### src/rtl/app_tx_arbiter_pkg.sv
// Shared definitions for the application-side transmit arbiter feeding send_top.
package app_tx_arbiter_pkg;

    typedef enum logic [1:0] {
        IDLE   = 2'd0,
        LOAD   = 2'd1,
        STREAM = 2'd2,
        GAP    = 2'd3
    } state_t;

    localparam logic [1:0] OP_UDP     = 2'd1;
    localparam logic [1:0] OP_TCP     = 2'd2;
    localparam int         WORD_BYTES = 4;

    // Rounds a byte length up to whole payload words; 0xFFFF gives 16384.
    function automatic logic [14:0] word_count(input logic [15:0] len);
        logic [16:0] sum;
        sum = {1'b0, len} + 17'(WORD_BYTES - 1);
        sum = sum >> $clog2(WORD_BYTES);
        return sum[14:0];
    endfunction

endpackage

### src/rtl/app_tx_arbiter_rr_arbiter.sv
// Combinational round-robin pick: first set request at or after the pointer.
module rr_arbiter #(
    parameter int NUM_REQ = 4
) (
    input  logic [NUM_REQ-1:0]         req_i,
    input  logic [$clog2(NUM_REQ)-1:0] ptr_i,
    output logic [NUM_REQ-1:0]         pick_o,
    output logic [$clog2(NUM_REQ)-1:0] idx_o
);

    logic found;

    always_comb begin
        int j;
        j      = 0;
        pick_o = '0;
        idx_o  = '0;
        found  = 1'b0;
        for (int k = 0; k < NUM_REQ; k++) begin
            j = int'(ptr_i) + k;
            if (j >= NUM_REQ) begin
                j = j - NUM_REQ;
            end
            if (!found && req_i[j]) begin
                found     = 1'b1;
                pick_o[j] = 1'b1;
                idx_o     = j[$clog2(NUM_REQ)-1:0];
            end
        end
    end

endmodule

### src/rtl/app_tx_arbiter.sv
// Round-robin scheduler sharing the send_top application input between NUM_REQ requesters.
//   state  | meaning
//   IDLE   | wait for any request, register the round-robin winner
//   LOAD   | latch the winner's descriptor and word count, reject zero length
//   STREAM | pass the winner's payload words through, one register stage
//   GAP    | force GAP_CYCLES idle cycles before the next arbitration
module app_tx_arbiter
    import app_tx_arbiter_pkg::*;
#(
    parameter int NUM_REQ    = 4,
    parameter int GAP_CYCLES = 8
) (
    input  logic                    clk,
    input  logic                    reset,
    input  logic [NUM_REQ-1:0]      req,
    input  logic [2*NUM_REQ-1:0]    req_op,
    input  logic [32*NUM_REQ-1:0]   req_dest_ip,
    input  logic [16*NUM_REQ-1:0]   req_dest_port,
    input  logic [16*NUM_REQ-1:0]   req_length,
    input  logic [8*NUM_REQ-1:0]    req_tcp_ctrl,
    input  logic [NUM_REQ-1:0]      wr_valid,
    input  logic [32*NUM_REQ-1:0]   wr_data,
    output logic [NUM_REQ-1:0]      wr_ready,
    output logic [NUM_REQ-1:0]      grant,
    output logic [NUM_REQ-1:0]      done,
    output logic [NUM_REQ-1:0]      err,
    output logic                    data_from_app_valid,
    output logic [31:0]             data_from_app,
    output logic [1:0]              op,
    output logic [31:0]             dest_ip_addr,
    output logic [15:0]             dest_port,
    output logic [15:0]             data_from_app_length,
    output logic [7:0]              tcp_ctrl_type
);

    localparam int IDXW = $clog2(NUM_REQ);
    localparam int GW   = $clog2(GAP_CYCLES + 1);

    state_t              state_q, state_d;
    logic [NUM_REQ-1:0]  grant_q, grant_d, done_q, done_d, err_q, err_d;
    logic [IDXW-1:0]     widx_q, widx_d, ptr_q, ptr_d;
    logic [14:0]         cnt_q, cnt_d;
    logic [GW-1:0]       gap_q, gap_d;
    logic [1:0]          op_q, op_d;
    logic [31:0]         ip_q, ip_d, data_q, data_d;
    logic [15:0]         port_q, port_d, len_q, len_d;
    logic [7:0]          tcp_q, tcp_d;
    logic                valid_q, valid_d;

    logic [NUM_REQ-1:0]  pick;
    logic [IDXW-1:0]     pick_idx;
    logic [15:0]         sel_len;
    logic                accept;

    rr_arbiter #(.NUM_REQ(NUM_REQ)) u_rr (
        .req_i  (req),
        .ptr_i  (ptr_q),
        .pick_o (pick),
        .idx_o  (pick_idx)
    );

    assign sel_len  = req_length[16*widx_q +: 16];
    assign wr_ready = (state_q == STREAM) ? grant_q : '0;
    assign accept   = (state_q == STREAM) && wr_valid[widx_q];

    always_comb begin
        state_d = state_q;
        grant_d = grant_q;
        widx_d  = widx_q;
        ptr_d   = ptr_q;
        cnt_d   = cnt_q;
        gap_d   = gap_q;
        op_d    = op_q;
        ip_d    = ip_q;
        port_d  = port_q;
        len_d   = len_q;
        tcp_d   = tcp_q;
        data_d  = data_q;
        valid_d = 1'b0;
        done_d  = '0;
        err_d   = '0;
        case (state_q)
            IDLE: begin
                if (|req) begin
                    grant_d = pick;
                    widx_d  = pick_idx;
                    state_d = LOAD;
                end
            end
            LOAD: begin
                op_d   = req_op[2*widx_q +: 2];
                ip_d   = req_dest_ip[32*widx_q +: 32];
                port_d = req_dest_port[16*widx_q +: 16];
                len_d  = sel_len;
                tcp_d  = req_tcp_ctrl[8*widx_q +: 8];
                cnt_d  = word_count(sel_len);
                ptr_d  = (widx_q == IDXW'(NUM_REQ - 1)) ? '0 : widx_q + 1'b1;
                if (sel_len == '0) begin
                    err_d   = grant_q;
                    grant_d = '0;
                    gap_d   = GW'(GAP_CYCLES - 1);
                    state_d = GAP;
                end else begin
                    state_d = STREAM;
                end
            end
            STREAM: begin
                if (accept) begin
                    data_d  = wr_data[32*widx_q +: 32];
                    valid_d = 1'b1;
                    cnt_d   = cnt_q - 15'd1;
                    if (cnt_q == 15'd1) begin
                        done_d  = grant_q;
                        grant_d = '0;
                        gap_d   = GW'(GAP_CYCLES - 1);
                        state_d = GAP;
                    end
                end
            end
            GAP: begin
                if (gap_q == '0) begin
                    state_d = IDLE;
                end else begin
                    gap_d = gap_q - 1'b1;
                end
            end
            default: state_d = IDLE;
        endcase
    end

    always_ff @(posedge clk or negedge reset) begin
        if (!reset) begin
            state_q <= IDLE;
            grant_q <= '0;
            done_q  <= '0;
            err_q   <= '0;
            widx_q  <= '0;
            ptr_q   <= '0;
            cnt_q   <= '0;
            gap_q   <= '0;
            op_q    <= '0;
            ip_q    <= '0;
            port_q  <= '0;
            len_q   <= '0;
            tcp_q   <= '0;
            data_q  <= '0;
            valid_q <= 1'b0;
        end else begin
            state_q <= state_d;
            grant_q <= grant_d;
            done_q  <= done_d;
            err_q   <= err_d;
            widx_q  <= widx_d;
            ptr_q   <= ptr_d;
            cnt_q   <= cnt_d;
            gap_q   <= gap_d;
            op_q    <= op_d;
            ip_q    <= ip_d;
            port_q  <= port_d;
            len_q   <= len_d;
            tcp_q   <= tcp_d;
            data_q  <= data_d;
            valid_q <= valid_d;
        end
    end

    assign grant                = grant_q;
    assign done                 = done_q;
    assign err                  = err_q;
    assign data_from_app_valid  = valid_q;
    assign data_from_app        = data_q;
    assign op                   = op_q;
    assign dest_ip_addr         = ip_q;
    assign dest_port            = port_q;
    assign data_from_app_length = len_q;
    assign tcp_ctrl_type        = tcp_q;

endmodule

### config.mk
export PLATFORM = sky130hd
export DESIGN_NAME = app_tx_arbiter
export DESIGN_NICKNAME = d
export VERILOG_FILES = /design/src/rtl/app_tx_arbiter_pkg.sv /design/src/rtl/app_tx_arbiter_rr_arbiter.sv /design/src/rtl/app_tx_arbiter.sv
export SDC_FILE = /design/constraint.sdc
export NUM_CORES = 1
export LEC_CHECK = 0
export ABC_CLOCK_PERIOD_IN_PS = 3500
export CORE_AREA = 2 2 217 219
export CTS_BUF_LIST = sky130_fd_sc_hd__clkbuf_16
export DETAILED_ROUTE_END_ITERATION = 10
export DIE_AREA = 0 0 219 221
export PLACE_DENSITY = 0.56
export SLEW_MARGIN = 20
export SYNTH_ARGS = -nofsm -noshare
export SYNTH_HDL_FRONTEND = slang
export SYNTH_HIERARCHICAL = 1
export SYNTH_SLANG_ARGS = --single-unit
### constraint.sdc
create_clock -name clk -period 3.5 [get_ports clk]
set_input_delay 0.7 -clock clk [delete_from_list [all_inputs] [get_ports clk]]
set_output_delay 0.7 -clock clk [all_outputs]
set_load 0.05 [all_outputs]
======== Word-level counts from Yosys, hierarchy flattened ========
Cells that the tools add are included.
word-level totals
  register bits after elaboration ......... 144
  bits in latches ......................... 0
  bits in writable memories ............... 0
  ROM bits ................................ 0
  memories ................................ 0
operators by class
  add/sub/neg operators ................... 11
  multipliers ............................. 0
  div/mod/pow operators ................... 0
  $lt $le $gt $ge ......................... 13
  eq/ne operators ......................... 11
  shift-type cells ........................ 6
  muxes and demuxes ....................... 64
  bitwise logic cells ..................... 3
  reduce and logical (&&, ||, !) cells .... 24
operators by type and width
  operator                 number
  $shiftx A128 B8 Y32      2
  $ge A32 B1 Y1 const B    4
  $lt A32 B4 Y1 const B    4
  $mux W32                 4
  $shiftx A64 B7 Y16       2
  $ge A32 B4 Y1 const B    3
  $sub A32 B4 Y32 const B  3
  $mux W4                  18
  $shiftx A32 B6 Y8        1
  $pmux W15 S2             1
  $pmux W4 S3              2
  $mux W1                  19
  $mux W2                  9
  $add A16 B2 Y17 const B  1
  $logic_not A16 Y1        1
  $eq A15 B1 Y1 const B    1
  $mux W15                 1
  $sub A15 B1 Y15 const B  1
  $or A4 B4 Y4             3
  $bmux W1 S2              5
  $ne A2 B2 Y1 const B     5
  $reduce_and A5 Y1        2
  $demux W1 S2             4
  $logic_and A1 B1 Y1      8
  other kinds (20)         28

======== Logic depth before layout (Yosys ltp) ========
Gate-level depths: netlist of the first run.
  depth after elaboration ................. 17
  depth in mapped cells ................... 10

======== Cells and area by module ========
Netlist of the first run, hierarchy kept.
modules (own cells, without submodules)
  module          instances  cells an instance  area an instance (um^2)  sequential area each (um^2)
  app_tx_arbiter  1          675                8852.2                   3603.5
  rr_arbiter      1          49                 456.7                    0.0

======== Least setup slack after synthesis of the first run ========
No wires, ideal clock.
  path type ............................... register -> output
  start ................................... reg state_q[0]
  end ..................................... out wr_ready[0]
  data arrival time ....................... 1894 ps
  data required time ...................... 2800 ps
  setup slack ............................. 906 ps
  stages on the path, launching flop included .. 7
  path through ............................ dfrtp_1 > inv_1 > ha_1 > clkbuf_1 > clkbuf_1 > clkbuf_1 > and2_1
between the ends
  cells in the longest elaborated chain, start to end .. 2
RTL lines
  what                    line                   source
  from (decl)             app_tx_arbiter.sv:39   state_t state_q, state_d;
  from (signal assigned)  app_tx_arbiter.sv:149  state_q <= state_d;
  $eq A2 B2 Y1            app_tx_arbiter.sv:63   assign wr_ready = (state_q == STREAM) ? grant_q : '0;
  $mux W4                 app_tx_arbiter.sv:63
  to (decl)               app_tx_arbiter.sv:23   output logic [NUM_REQ-1:0] wr_ready,
No other way between the ends.

======== Worst setup path after layout of the first run ========
Same ends and word-level chain as after synthesis.

==> results of run 1 <==
[area by class of cell]
class,instances,area share
clock inverter,13,0.00775
timing repair buffer,574,0.355
clock buffer,17,0.0263
multi-input combinational,514,0.337
tap,607,0.0470
sequential,144,0.224
antenna,2,0.000310
inverter,16,0.00372
[power by group through the flow]
stage / Combinational (mW) / Sequential (mW) / Clock, mW
after floorplan: 4.24 / 5.12 / 0
after global placement: 9.52 / 3.08 / 0
after detailed placement: 9.53 / 3.10 / 0
after CTS: 9.57 / 3.10 / 1.86
after global routing: 10.0 / 3.22 / 1.92
final: 9.42 / 3.09 / 1.79
[cell usage after synthesis, drive strengths merged (10+ instances only)]
master,number
dfrtp,144
nand2,112
mux4,111
mux2,84
clkbuf,34
o21ai,21
ha,18
buf,16
inv,16
nor2,15
nor4,14
a22oi,10
nor3,10
[sequential cells by signal (all words and copies together) (netlist names)]
signal	cells
err	4
cnt_q	15
op	2
tcp_ctrl_type	8
data_from_app_valid	1
ptr_q	2
gap_q	4
dest_ip_addr	32
done	4
dest_port	16
data_from_app_length	16
grant	4
state_q	2
widx_q	2
data_from_app	32
[per-stage QoR]
step,util,std cells
after floorplan,-,724
after global placement,0.339,1855
after detailed placement,0.339,1855
after CTS,0.350,1885
after global routing,0.351,1887
final,0.351,1887
[cell families after synthesis]
kind of cell / Yosys count
AND/OR/NAND/NOR: 206
multiplexers: 200
flip-flops: 144
AO/OA/AOI/OAI: 82
buffers and inverters: 66
adder cells (fa/ha/maj): 18
XOR/XNOR: 8
[placed cells by master, fill, tap and decap left out, types with 7 or more instances in the layout]
master and n:
buf_4 16, a21oi_1 7, clkdlybuf4s50_1 555, dfrtp_1 142
ha_1 17, nand2_1 111, o21ai_0 15, and2_1 9
nor4_1 12, nor2_1 15, mux2_2 82, nand4_1 8
inv_1 16, nor3_1 9, clkbuf_16 17, mux4_2 110
a22oi_1 10
[layer usage]
layer,track usage,vias to the layer above,part of all wire
met1,0.197,4382,0.40
met2,0.296,316,0.52
met5,0,-,0
met3,0.0379,33,0.060
met4,0.0425,0,0.014
li1,-,3902,-
[worst max-delay path, stage by stage (launching register included)]
cell	delay (ps)
dfrtp_1	420
inv_1	160
ha_1	260
and2_1	150
clkdlybuf4s50_1	800
[final timing paths]
| kind | slack [ps] | depth (start not counted) | from | to |
|---|---|---|---|---|
| hold reg to reg | 470 | 2 | data_from_app[22] | data_from_app[22] |
| hold / removal | 220 | 1 | reset | data_from_app_length[6] |
| max in group asynchronous | 2470 | 2 | reset | dest_port[15] |
| min in group clk | 470 | 2 | data_from_app[22] | data_from_app[22] |
| setup reg to reg | 660 | 5 | widx_q[0] | grant[2] |
| setup / recovery | 570 | 4 | state_q[0] | wr_ready[0] |
==> flow_summary.toml, run 1 <==
[status]
status = "completed"

[timing]
clock.fmax_ghz = 0.342
skew_ps = 15.6
setup_viol = 0
timing.final.ws_setup_ps = 574
period_minus_slack_ps = 2930
finalMaxSlewViolations = 0
finalSetupTns_ps = 0
hold_viol = 0
rsz0062_at_grt = "no"
whs_ps = 217
worstMarginPinSlew_ps = 890
fin_crit_sh = 0.836
relSlewSlack = 0.407

[critical_path]
critPathRequiredTime_ps = 2800
start_kind = "flop"
end_kind = "output port"
worstPathMaxFanout = 5
worstSetupPathType = "reg2out"
crit_arrival_ps = 2230

[power]
p_int_mw = 7.53
seqPwrFrac = 0.216
total_power_mw = 14.3
pwr-share-clk = 0.125
power_switching_mw = 6.77
leakagePower_nw = 6.18
max-vdd-ir-drop_v = 0.000492
sw_frac_of_total = 0.473
powerDensity_mw_per_mm2 = 885
p_comb_frac = 0.659

[floorplanning]
rows = 79
die_h_um = 221
dieArea_mm2 = 0.0484
pin_count = 557
core_area_mm2 = 0.0461
start_util = 0.202
dieWidth_um = 219

[grt]
grt_remaining_overflow = 0
grt_usage = 0.165
grt_max_degree = 57
grt_first_pass_wirelength_um = 59200
antenna_found_initial = 7
grt_pass1_vias = 9241

[cells_and_area]
seqCellArea_mm2 = 0.00361
multiInputGateArea_mm2 = 0.00544
drive_above_1_share = 0.200
fin_nets = 1719
n_fill_cell = 4593
design_area_mm2 = 0.0161
area_growth_syn_to_layout_pct = 73.5

[routing]
vias = 8633
postRouteAntennaNets = 0
avgRoutedWirePerCell_um = 21.2
routed_wl_um = 40100
vias_per_cell = 4.57
firstDrtPassIters = 5
drtIter0Drc = 341
drcViolationCount = 0

[placement]
port_buffers = 556
place_hpwl_um = 32100
post-place-ws_ps = 372
gp_congestion = 0.884
placed_area_mm2 = 0.0156

[logic_synthesis]
synth_ff_type = "dfrtp_1"
synth-compound-area-share = 0.0648
synth_top_family_by_area = "multiplexers"
synth_xor_area_frac = 0.00753
yosys_warnings = 6
synthMuxAreaShare = 0.377
synth_area_leaders = "dfrtp_1 39%, mux4_2 27%, mux2_2 9.9%"
syn_nets = 1176
yosysSeqAreaShare = 0.387
synth_area_leader_cell = "dfrtp_1"
synth-edff-count = 0
yosysTopAreaCellShare = 0.387
synthArstFlopShare = 1.00
synthSimpleGateAreaFrac = 0.109
ys_ff_latch = 144
synthAdderAreaFrac = 0.0242
synth.distinct_cells = 65
syn-cell-area_mm2 = 0.00931
avgSynthCellArea_um2 = 12.9
synth_cells = 724

[clock_tree]
cts_setup_buffers = 0
clkTransAtPathRegs_ps = 70
cts_max_path_buffers = 2
cts_resized = 0
worstSkewPairLatency_ps = 450
cts_made_buffers = 17
cts.htree.levels = 4
ctsHoldBuffers = 0
cts.sinks = 144
cts_tree = "yes"
cts_root_buf = "clkbuf_16"

[job]
max-cap-violations = 0

[worst_hold_path]
hold_class = "in2async"
Power figures use the tool's default switching activity.
==> inputs of run 2 (changes only) <==
Settings changed: ABC_CLOCK_PERIOD_IN_PS 3500 to 2750.
Clock period 3.5 ns to 2.75 ns, I/O delays scaled along.
==> flow_summary.toml, run 2 (synthesis gave the netlist of run 1 again) <==
[critical_path]
worstPathMaxFanout = 5
end_kind = "flop"
cp_slowest_stage_delay_ps = 550
crit_arrival_ps = 2900
worstPathCellList = "or4_4 -> or3_4 -> o41a_1 -> a211o_1 -> mux2_4"
cp_slowest_cell = "or4_4"
worstSetupPathType = "reg2reg"
start_kind = "flop"
critPathRequiredTime_ps = 3070

[timing]
setup_viol = 0
finalMaxSlewViolations = 0
fin_crit_sh = 0.938
hold_viol = 0
whs_ps = 61.5
worstMarginPinSlew_ps = 710
timing.final.ws_setup_ps = 169
skew_ps = 9.39
rsz0062_at_grt = "no"
relSlewSlack = 0.525
clock.fmax_ghz = 0.387
period_minus_slack_ps = 2580

[grt]
grt_usage = 0.166
antenna_found_initial = 7
grt_first_pass_wirelength_um = 59500
grt_remaining_overflow = 0
grt_pass1_vias = 9574
grt_max_degree = 91

[floorplanning]
dieWidth_um = 219
pin_count = 557
die_h_um = 221
rows = 79
core_area_mm2 = 0.0461
dieArea_mm2 = 0.0484
start_util = 0.202

[clock_tree]
cts_tree = "yes"
cts.htree.levels = 4
clkTransAtPathRegs_ps = 70
cts_made_buffers = 17
ctsHoldBuffers = 0
cts_root_buf = "clkbuf_16"
cts_resized = 0
cts.sinks = 144
cts_setup_buffers = 0
cts_max_path_buffers = 2
worstSkewPairLatency_ps = 440

[routing]
vias = 8776
drcViolationCount = 0
vias_per_cell = 4.57
drtIter0Drc = 445
avgRoutedWirePerCell_um = 20.9
firstDrtPassIters = 4
postRouteAntennaNets = 0
routed_wl_um = 40100

[placement]
place_hpwl_um = 32500
post-place-ws_ps = -158
gp_congestion = 0.910
port_buffers = 556
dpl.cell_count = 1886

[cells_and_area]
fin_util = 0.357
fin_cells = 1920
fin_nets = 1750
multiInputGateArea_mm2 = 0.00544
area_growth_syn_to_layout_pct = 76.6
final_common_cell = "clkdlybuf4s50_1"
seqCellArea_mm2 = 0.00361
final_cell_mix = "547 x clkdlybuf4s50_1, 142 x dfrtp_1, 111 x nand2_1, 110 x mux4_2, 82 x mux2_2"
n_fill_cell = 4649
drive_above_1_share = 0.223

[power]
powerDensity_mw_per_mm2 = 1120
leakagePower_nw = 6.37
max-vdd-ir-drop_v = 0.000490

[status]
status = "completed"

[worst_hold_path]
hold_class = "in2async"

[job]
max-cap-violations = 0
-- run 2: cell types whose count changed in the layout (fill, tap and decap cells not counted), sizes merged --
cell,delta
buf,+39
clkdlybuf4s50,-8
clkinv,+6
clkinvlp,-3
bufinv,-1
-- run 2: final timing paths --
check / from / to / slack, ps / depth (start not counted)
setup / recovery: cnt_q[10] / gap_q[1] / 170 / 5
hold / removal: reset / data_from_app_length[2] / 60 / 1
setup reg to reg: cnt_q[10] / gap_q[1] / 170 / 5
hold reg to reg: data_from_app[1] / data_from_app[1] / 470 / 2
max in group asynchronous: reset / tcp_ctrl_type[2] / 1870 / 2
min in group clk: data_from_app[1] / data_from_app[1] / 470 / 2
-- run 2: final cells by class --
type                       count  area share
antenna                        2    0.000304
inverter                      16     0.00365
clock buffer                  17      0.0259
sequential                   144       0.220
multi-input combinational    514       0.331
tap                          607      0.0462
timing repair buffer         605       0.367
clock inverter                15     0.00632
-- run 2: layer usage --
metal,share of wire,global-route usage,vias up
met4,0.027,0.0543,2
li1,-,-,3957
met5,0.00037,0,-
met1,0.39,0.191,4422
met2,0.51,0.295,343
met3,0.065,0.0436,52
-- run 2: per-stage QoR --
| stage | power, mW | setup TNS (ps) | instance area, µm² |
|---|---|---|---|
| after floorplan | 11.9 | 0 | 9310 |
| after global placement | 16.4 | -881 | 15900 |
| after detailed placement | 16.5 | -856 | 15900 |
| after CTS | 18.7 | 0 | 16400 |
| after global routing | 19.5 | 0 | 16400 |
| final | 18.4 | 0 | 16400 |
-- run 2: worst max-delay path: cells and delay by family, from the launching register on --
| kind | cells | cell delay, ps |
|---|---|---|
| simple gates | 2 | 930 |
| mux | 1 | 320 |
| flops | 1 | 410 |
| compound gates | 2 | 800 |
-- run 2: report_power, final --
group | internal [mW] | switching [mW]
clock network | 1.22 | 0.954
logic | 5.45 | 7.01
registers | 3.13 | 0.681
total | 9.80 | 8.65
==> inputs of run 3 (changes only) <==
Settings changed: ABC_CLOCK_PERIOD_IN_PS 2750 to 2700.
Clock period 2.75 ns to 2.7 ns, I/O delays scaled along.
==> flow_summary.toml, run 3 (synthesis gave the netlist of run 1 again) <==
[status]
status = "completed"

[cells_and_area]
design_area_mm2 = 0.0166
final_common_cell = "clkdlybuf4s50_1"
fin_util = 0.360
drive_above_1_share = 0.230
fin_nets = 1754
final_cell_mix = "547 x clkdlybuf4s50_1, 142 x dfrtp_1, 111 x nand2_1, 110 x mux4_2, 82 x mux2_2"
area_growth_syn_to_layout_pct = 78.3

[critical_path]
cp_num_buf_inv = 0
cp_slowest_stage_delay_ps = 550
worstPathMaxFanout = 5
worstSetupPathType = "reg2reg"
worstPathCellList = "or4_4 -> or3_4 -> o41a_1 -> a211o_1 -> mux2_4"
crit_family = "simple AND/OR/NAND/NOR gates"
crit_arrival_ps = 2880
cp_slowest_cell = "or4_4"
critPathRequiredTime_ps = 3020
end_kind = "flop"
start_kind = "flop"

[timing]
setup_viol = 0
finalSetupTns_ps = 0
hold_viol = 0
finalMaxSlewViolations = 0
skew_ps = 12.6
period_minus_slack_ps = 2560
fin_crit_sh = 0.947
clock.fmax_ghz = 0.391
worstMarginPinSlew_ps = 750
whs_ps = 11.7
relSlewSlack = 0.500
timing.final.ws_setup_ps = 143

[clock_tree]
cts_tree = "yes"
ctsHoldBuffers = 0
cts_max_path_buffers = 2
cts.sinks = 144
worstSkewPairLatency_ps = 450
cts_root_buf = "clkbuf_16"
cts.htree.levels = 4
cts_resized = 0
clkTransAtPathRegs_ps = 60
cts_setup_buffers = 0
cts_made_buffers = 17

[power]
seqPwrFrac = 0.202
leakagePower_nw = 6.45
pwr-share-clk = 0.137
p_int_mw = 10.4
max-vdd-ir-drop_v = 0.000710
powerDensity_mw_per_mm2 = 1160
p_comb_frac = 0.661
sw_frac_of_total = 0.458
power_switching_mw = 8.81

[placement]
post-place-ws_ps = -200
port_buffers = 556
placed_area_mm2 = 0.0159
place_hpwl_um = 32600
gp_congestion = 0.895

[grt]
antenna_found_initial = 5
grt_pass1_vias = 9533
grt_usage = 0.164
grt_first_pass_wirelength_um = 59000
grt_max_degree = 92
grt_remaining_overflow = 0

[routing]
drtIter0Drc = 363
vias = 8693
vias_per_cell = 4.51
postRouteAntennaNets = 0
drcViolationCount = 0
avgRoutedWirePerCell_um = 20.7
routed_wl_um = 39800
firstDrtPassIters = 4

[floorplanning]
die_h_um = 221
pin_count = 557
dieArea_mm2 = 0.0484
start_util = 0.202
core_area_mm2 = 0.0461
rows = 79
dieWidth_um = 219

[job]
max-cap-violations = 0

[worst_hold_path]
hold_class = "in2async"
## run 3: cell types whose count changed in the layout (fill, tap and decap cells not counted), moves of 2 or more
cell	delta
bufinv_16	+4
buf_4	+4
diode_2	+3
inv_6	+2
clkinvlp_4	-2
clkinv_1	-3
## run 3: cell type report
class / count / area [µm²]
Timing Repair Buffer: 609 / 6070
Clock inverter: 15 / 215
Fill cell: 4615 / 29500
Sequential cell: 144 / 3610
Multi-Input combinational cell: 514 / 5450
Tap cell: 607 / 759
Inverter: 16 / 60.1
Antenna cell: 5 / 12.5
Clock buffer: 17 / 425
## run 3: worst paths after layout
kind | end | slack [ps] | startpoint | cells past startpoint
max in group asynchronous | dest_ip_addr[23] | 2010 | reset | 2
setup reg to reg | gap_q[0] | 140 | cnt_q[10] | 5
hold / removal | data_from_app_length[2] | 10 | reset | 1
min in group clk | data_from_app[21] | 480 | data_from_app[21] | 2
hold reg to reg | data_from_app[21] | 480 | data_from_app[21] | 2
setup / recovery | gap_q[0] | 140 | cnt_q[10] | 5
## run 3: power groups by stage
stage                     combinational, mW  sequential, mW  clock [mW]
after CTS                              12.9            3.90        2.72
after detailed placement               12.9            3.90           0
final                                  12.7            3.88        2.64
after global routing                   13.5            4.03        2.81
after floorplan                        5.50            6.63           0
after global placement                 12.8            3.87           0
## run 3: stage by stage
step / std cells / total power [mW]
floorplan: 724 / 12.1
global placement: 1890 / 16.7
detailed placement: 1890 / 16.8
CTS: 1922 / 19.5
global route: 1923 / 20.4
finish: 1927 / 19.2
## run 3: routing by layer
layer  share of wire  up-vias  global-route usage  routed length (µm)
met4           0.020        0              0.0475                 779
met1            0.39     4343               0.188               15500
met5               0        -                   0                   0
met2            0.53      344               0.296               20900
li1                -     3971                   -                   -
met3           0.066       35              0.0449                2640
